<file path="config.mk">
export PLATFORM = sky130hd
export DESIGN_NAME = ifetch_queue
export DESIGN_NICKNAME = d
export VERILOG_FILES = /design/src/rtl/ifetch_queue.sv
export SDC_FILE = /design/constraint.sdc
export NUM_CORES = 1
export LEC_CHECK = 0
export ABC_CLOCK_PERIOD_IN_PS = 6110
export CORE_MARGIN = 2
export CORE_UTILIZATION = 30
export DETAILED_ROUTE_END_ITERATION = 8
export PLACE_DENSITY_LB_ADDON = 0.3
export SYNTH_ARGS = -nofsm -noshare
export SYNTH_HDL_FRONTEND = slang
export SYNTH_SLANG_ARGS = --single-unit
</file>
<file path="constraint.sdc">
create_clock -name clk_in -period 6.11 [get_ports clk_in]
set_input_delay 1.222 -clock clk_in [delete_from_list [all_inputs] [get_ports clk_in]]
set_output_delay 1.222 -clock clk_in [all_outputs]
set_load 0.01 [all_outputs]
</file>
<file path="src/rtl/ifetch_queue.sv">
// ifetch_queue: single-outstanding instruction fetcher with static branch
// prediction (backward branches and JAL taken) feeding a small circular
// instruction queue toward decode. A ROB flush empties the queue, redirects
// the PC and, when a fetch is still in flight, discards its late response.
module ifetch_queue #(
   parameter int          IQ_DEPTH = 4,
   parameter logic [31:0] RESET_PC = 32'h0
) (
   input  logic        clk_in,
   input  logic        rst_in,
   input  logic        rdy_in,
   output logic        ic_req,
   output logic [31:0] ic_addr,
   input  logic        ic_valid,
   input  logic [31:0] ic_ins,
   output logic        decode_flag,
   output logic [31:0] ins,
   output logic [31:0] ins_pc,
   output logic [31:0] ins_pred_pc,
   input  logic        decode_ok,
   input  logic        rob_clear,
   input  logic [31:0] rob_new_pc
);

   localparam int PW = $clog2(IQ_DEPTH);
   localparam int CW = PW + 1;
   localparam logic [CW-1:0] DEPTH_C = CW'(IQ_DEPTH);

   typedef enum logic [1:0] {
      S_IDLE    = 2'd0,
      S_WAIT    = 2'd1,
      S_DISCARD = 2'd2
   } state_t;

   state_t        r_state;
   state_t        w_state_nxt;
   logic [31:0]   r_pc;
   logic [31:0]   r_addr;
   logic [PW-1:0] r_head;
   logic [PW-1:0] r_tail;
   logic [CW-1:0] r_count;

   logic [31:0]   r_ins_q  [IQ_DEPTH];
   logic [31:0]   r_pc_q   [IQ_DEPTH];
   logic [31:0]   r_pred_q [IQ_DEPTH];

   logic          w_req;
   logic          w_push;
   logic          w_pop;
   logic          w_active;
   logic [31:0]   w_pred;
   logic [31:0]   w_jimm;
   logic [31:0]   w_bimm;

   // Cycle is live only out of reset and with the global ready high.
   assign w_active = rst_in && rdy_in;

   // Static prediction: JAL always taken, conditional branch taken only when backward.
   always_comb begin
      w_jimm = {{12{ic_ins[31]}}, ic_ins[19:12], ic_ins[20], ic_ins[30:21], 1'b0};
      w_bimm = {{20{ic_ins[31]}}, ic_ins[7], ic_ins[30:25], ic_ins[11:8], 1'b0};
      w_pred = r_pc + 32'd4;
      if (ic_ins[6:0] == 7'b1101111)
         w_pred = r_pc + w_jimm;
      else if (ic_ins[6:0] == 7'b1100011 && ic_ins[31])
         w_pred = r_pc + w_bimm;
   end

   // Decode sees the head only when nothing is flushing or stalling the block.
   assign decode_flag = (r_count != '0) && w_active && !rob_clear;
   assign w_pop       = decode_flag && decode_ok;
   assign ins         = r_ins_q[r_head];
   assign ins_pc      = r_pc_q[r_head];
   assign ins_pred_pc = r_pred_q[r_head];

   // The address is live from the PC in the request cycle, then held from r_addr
   // so a flushed-but-outstanding fetch keeps showing its original address.
   assign ic_addr = (r_state == S_IDLE) ? r_pc : r_addr;
   assign ic_req  = w_req;

   // Next-state and request/push decisions; flush wins over everything.
   always_comb begin
      w_state_nxt = r_state;
      w_req       = 1'b0;
      w_push      = 1'b0;
      if (w_active) begin
         case (r_state)
            S_IDLE: begin
               if (!rob_clear && r_count < DEPTH_C) begin
                  w_req       = 1'b1;
                  w_state_nxt = S_WAIT;
               end
            end
            S_WAIT: begin
               if (rob_clear)
                  w_state_nxt = ic_valid ? S_IDLE : S_DISCARD;
               else if (ic_valid) begin
                  w_push      = 1'b1;
                  w_state_nxt = S_IDLE;
               end
            end
            S_DISCARD: begin
               // The stale response always retires the discard, even alongside
               // another flush, otherwise nothing would ever leave this state.
               if (ic_valid)
                  w_state_nxt = S_IDLE;
            end
            default: w_state_nxt = S_IDLE;
         endcase
      end
   end

   // FSM state register.
   always_ff @(posedge clk_in) begin
      if (!rst_in)
         r_state <= S_IDLE;
      else if (rdy_in)
         r_state <= w_state_nxt;
   end

   // PC, held request address, queue pointers and occupancy.
   always_ff @(posedge clk_in) begin
      if (!rst_in) begin
         r_pc    <= RESET_PC;
         r_addr  <= RESET_PC;
         r_head  <= '0;
         r_tail  <= '0;
         r_count <= '0;
      end else if (rdy_in) begin
         if (w_req)
            r_addr <= r_pc;
         if (rob_clear) begin
            r_pc    <= rob_new_pc;
            r_head  <= '0;
            r_tail  <= '0;
            r_count <= '0;
         end else begin
            if (w_push) begin
               r_pc   <= w_pred;
               r_tail <= r_tail + PW'(1);
            end
            if (w_pop)
               r_head <= r_head + PW'(1);
            case ({w_push, w_pop})
               2'b10:   r_count <= r_count + CW'(1);
               2'b01:   r_count <= r_count - CW'(1);
               default: r_count <= r_count;
            endcase
         end
      end
   end

   // Queue storage; contents need no reset since occupancy gates their use.
   always_ff @(posedge clk_in) begin
      if (w_push) begin
         r_ins_q[r_tail]  <= ic_ins;
         r_pc_q[r_tail]   <= r_pc;
         r_pred_q[r_tail] <= w_pred;
      end
   end

endmodule

</file>
==> metrics.csv, run 1 <==
metric;value;unit
initial_core_util;0.302;
area_growth;22.1;%
timing.setup.critical_path_class;in -> out;
min_path_type;reg -> reg;
clock_skew;17.4;ps
r2r_slack;2150;ps
clk-insertion-delay-late;590;ps
dieArea;72600;um2
r2r_end;r_pred_q[3][27];
vias_per_cell;5.23;
cts_tree;done;
min-delay-start;r_addr[7];
final-setup-viol-count;0;
yosys-top-cells-count;edfxtp_1, nand2_1, a21oi_1, mux4_2, nor2_1;
clk_pin_slew;60;ps
grt_pass1_wl;93900;um
power_density;267;nW/um2
synthDistinctLibCells;81;
period_needed;4680;ps
root_buffer;clkbuf_16;
reg2reg_from;r_pc[2];
yosysSeqAreaShare;0.611;
postCtsSetupBuffers;0;
fmax;214;MHz
die_y;269;um
yosys.area.top_type;edfxtp_1;
final_util;0.369;
critical_path.max_fanout;11;
coreArea;69900;um2
syn_area;21100;um2
syn_inst;1526;
critical_path_arrival;3460;ps
drt_iter0_markers;1226;
cp_common_cell;clkdlybuf4s50_1;
ctsHoldBuffers;0;
slew_headroom;0.224;
critPathSlowestCell;clkdlybuf4s50_1;
grt_max_degree;51;
antenna_found_initial;2;
hold_depth;2;
drcViolationCount;0;
ir_drop;0.169;mV
finalCritPeriodShare;0.766;
yosysMostFrequentCell;edfxtp_1;
worstPathRequired;4890;ps
finalWirelength;63500;um
ys_top_cells_by_area;edfxtp_1, mux4_2, dfxtp_1, ha_1, nand2_1;
cts_sinks;455;
yosysWarnings;0;
cts_max_level;2;
grt_pass1_vias;14200;
path_cells;clkdlybuf4s50_1 > nand3_1 > or4_1 > inv_1 > clkdlybuf4s50_1;
synth_ff_type;edfxtp_1;
antenna_cells;0;
gp_congestion;0.854;
drtPass1Iterations;5;
hold_violations;0;
synthArstFlopShare;0;
vias;14100;
status;finished clean;
hold-path-endpoint;r_addr[7];
avgRoutedWirePerCell;23.6;um
tns;0;ps
fillers;6719;
postRouteAntennaNets;0;
drv_slew;0;
reg2regPathDepth;8;
worst_slew_pin_slew;1150;ps
io_pins;200;
rows;97;
cts-buffers-inserted;47;
io_buffers;199;
synth.avg_cell_area;13.9;um2
cap_viol_max_count;0;
final_nets;1832;
fin_hold_ws;453;ps
p_leak;8.73;nW
synth-seq-cells;455;
ctsResizeCount;0;
synth_nets;1647;
gr-usage-all-layers;0.172;
synth_top_area_share;0.540;
clockBufferDepth;3;
p_total;0.00689;W
rsz0062_at_grt;false;
worstSetupStartpointType;input pin;
post-dp-hpwl;43200;um
gr-total-overflow;0;
fp.dieW;269;um
synth_edf_count;380;
drive_gt1_frac;0.156;
slowest_delay;810;ps
cp-end-kind;primary output;
where the power goes:
| group | leakage (nW) | internal (W) | total, W | switching, W |
|---|---|---|---|---|
| registers | 4.13 | 0.00338 | 0.00343 | 0.0000525 |
| logic | 3.82 | 0.000217 | 0.000551 | 0.000335 |
| clock network | 0.771 | 0.00169 | 0.00290 | 0.00122 |
| total | 8.73 | 0.00529 | 0.00689 | 0.00160 |
through the flow:
stage	setup WS [ps]	std cells	area, um2
after detailed placement	930	2602	24300
after CTS	1470	2689	25800
after floorplan	1160	1526	21100
after global placement	991	2602	24300
final	1430	2689	25800
after global routing	1350	2689	25800
worst max-delay path, delay by kind of cell:
kind                   cells  cell delay, ps
and+or+nand+nor            2             690
buffers and inverters      3            1540
state kept, by name, summed over array words and instances (netlist names), named ones only:
| signal | flops |
|---|---|
| r_addr | 32 |
| r_count | 3 |
| r_head | 2 |
| r_ins_q | 128 |
| r_pc | 32 |
| r_pc_q | 127 |
| r_pred_q | 125 |
| r_state | 2 |
| r_tail | 2 |
worst max-delay path by stage:
stage                    start              end  slack, ps  cells after the start
global placement    ic_ins[31]  r_pred_q[2][25]        990                     11
floorplan            rob_clear    r_ins_q[1][0]       1160                      6
CTS                     rdy_in           ic_req       1470                      5
detailed placement  ic_ins[31]  r_pred_q[3][25]        930                     11
global route        ic_ins[31]  r_pred_q[3][25]       1350                     11
finish                  rdy_in           ic_req       1430                      5
kinds of logic (layout without fill, tap and decap cells):
logic type / Yosys count / count (layout) / share of synthesized area
multiplexers: 138 / 138 / 0.123
XOR/XNOR: 50 / 50 / 0.0207
adder cells (fa/ha/maj): 51 / 51 / 0.0312
flip-flops: 455 / 455 / 0.611
AO/OA/AOI/OAI: 339 / 339 / 0.109
AND/OR/NAND/NOR: 375 / 375 / 0.0827
buffers and inverters: 118 / 341 / 0.0224
placed cells by master, fill, tap and decap left out, drive strengths merged, types with 8 or more instances in the layout:
cell           Yosys  routed
o21a              12      12
and3              11      11
mux2              32      32
nand2b            11      11
nand3             52      52
edfxtp           380     380
mux4              95      95
o211ai            15      15
xor2              21      21
nor2              86      86
a31oi             19      19
buf               22      30
a221oi             8       8
dfxtp             75      75
xnor2             29      29
nand2            145     145
and2               9       9
inv               25      28
nand4             17      17
clkinv             0      19
nor3              17      17
a211oi            18      18
a21o              28      28
o21ai             60      60
ha                48      48
a21oi            108     108
mux2i             11      11
clkbuf            71      59
clkdlybuf4s50      0     199
layer usage:
metal / track usage / vias to the layer above / wire length [um] / share of wire
met1: 0.241 / 7199 / 29100 / 0.46
met3: 0.0298 / 94 / 3460 / 0.054
met2: 0.274 / 438 / 29300 / 0.46
met4: 0.0463 / 0 / 1650 / 0.026
li1: - / 6321 / - / -
met5: 0 / - / 0 / 0
layout make-up:
type	instances	area (um2)	area share
flip-flops and latches	455	12900	0.500
multi-input cells	953	7790	0.302
repair buffers	229	2280	0.0883
clock buffers	59	1300	0.0505
well taps	940	1180	0.0455
clock inverters	28	258	0.00998
inverters	25	93.8	0.00363
Power figures use the tool's default switching activity.
==> inputs of run 2 (changes only) <==
- ABC_CLOCK_PERIOD_IN_PS: 6110 -> 4330
- clock period: 6.11 -> 4.33 ns (I/O delays scaled with it)
==> metrics.csv, run 2 (same netlist as run 1, synthesis figures left out) <==
metric;value;unit
vias;14200;
io_pins;200;
final_cell_area;26400;um2
clock_skew;25.6;ps
gp_congestion;0.882;
final_nets;1898;
ctsHoldBuffers;0;
gr-usage-all-layers;0.170;
post_dp_cell_area;24800;um2
finalCritPeriodShare;0.871;
clk_pin_slew;60;ps
die_y;269;um
cp_common_cell;a21oi_1;
drv_slew;0;
slew_headroom;0.334;
avgRoutedWirePerCell;22.9;um
wl_met2;29700;um
critical_path.max_fanout;10;
slowest_delay;580;ps
cts_sinks;455;
critical_path_arrival;4050;ps
cap_viol_max_count;0;
dieArea;72600;um2
min_path_type;reg -> reg;
hold_violations;0;
clockBufferDepth;3;
largest_register_ffs;128;
final-setup-viol-count;0;
area_growth;24.9;%
initial_core_util;0.302;
finalWirelength;63100;um
critPathSlowestCell;a31oi_1;
power_density;370;nW/um2
route.met3.wl;4240;um
path_cells;clkdlybuf4s50_1 > ha_1 > a21oi_1 > o211ai_1 > a2111o_1 > o311a_1 > a21oi_2 > a21oi_1 > or3_1 > a31oi_1;
drive_gt1_frac;0.183;
coreArea;69900;um2
post-dp-hpwl;43900;um
vias_per_cell;5.16;
root_buffer;clkbuf_16;
top_register;r_ins_q;
rows;97;
cts-buffers-inserted;49;
worstSetupStartpointType;input pin;
timing.setup.critical_path_class;in -> reg;
fmax;265;MHz
grt_pass1_wl;93600;um
drtPass1Iterations;6;
worstPathRequired;4610;ps
clk-insertion-delay-late;600;ps
gr-total-overflow;0;
layout_commonest_cell;edfxtp_1;
antenna_found_initial;2;
final_cell_mix;edfxtp_1, clkdlybuf4s50_1, nand2_1, a21oi_1, mux4_2;
final_util;0.378;
top_layer;met4;
worst_slew_pin_slew;989;ps
period_needed;3770;ps
cp-end-kind;register;
drt_iter0_markers;1269;
drcViolationCount;0;
grt_max_degree;51;
rsz0062_at_grt;false;
reg.largest.list;r_ins_q x128, r_pc_q x127, r_pred_q x125;
postCtsSetupBuffers;0;
fillers;6642;
fp.dieW;269;um
wl_met1;28000;um
ir_drop;0.281;mV
postRouteAntennaNets;0;
p_leak;9.07;nW
cts_tree;done;
io_buffers;199;
ctsResizeCount;0;
cts_max_level;2;
tns;0;ps
status;finished clean;
grt_pass1_vias;14400;
==> run 2: cell types whose count changed in the layout (fill, tap and decap cells not counted), moves of 2 or more <==
cell | previous run | this run
clkinv_2 | 11 | 6
clkbuf_1 | 6 | 14
buf_4 | 25 | 81
buf_12 | 5 | 13
inv_6 | 2 | 4
==> run 2: final cells by class <==
class | count | area (um2) | share of cell area
antenna | 1 | 2.50 | 0.0000947
clock buffer | 68 | 1350 | 0.0510
clock inverter | 24 | 224 | 0.00848
inverter | 25 | 93.8 | 0.00355
multi-input combinational | 953 | 7790 | 0.295
sequential | 455 | 12900 | 0.489
tap | 940 | 1180 | 0.0445
timing repair buffer | 293 | 2860 | 0.108
==> run 2: layer usage <==
metal	vias up	track usage
met2	483	0.280
met5	-	0
met4	0	0.0382
met3	72	0.0348
met1	7227	0.233
li1	6466	-
==> run 2: stage by stage <==
step                      power, W  cells  setup slack [ps]  hold WS (ps)
after floorplan            0.00537   1526               774           434
after global placement     0.00575   2666              59.8           440
after detailed placement   0.00576   2666             -14.0           446
after CTS                  0.00989   2758               538           454
after global routing        0.0101   2759               369           475
final                      0.00977   2759               560           454
==> run 2: report_power, final <==
group | switching [W] | internal, W
Sequential | 0.0000439 | 0.00477
Clock | 0.00173 | 0.00237
Combinational | 0.000506 | 0.000351
==> run 2: worst paths after layout <==
path              slack (ps)               to  cells past startpoint        from
hold / removal           450       r_addr[30]                      2  r_addr[30]
setup reg to reg         680  r_pred_q[1][18]                      9     r_pc[5]
setup / recovery         560  r_pred_q[1][18]                     10  ic_ins[25]
hold reg to reg          450       r_addr[30]                      2  r_addr[30]
==> run 2: worst max-delay path, delay by kind of cell <==
family	cells	cell delay (ps)
AOI/OAI and AO/OA	7	1900
adders and majority gates	1	450
buffers and inverters	1	470
and+or+nand+nor	1	350
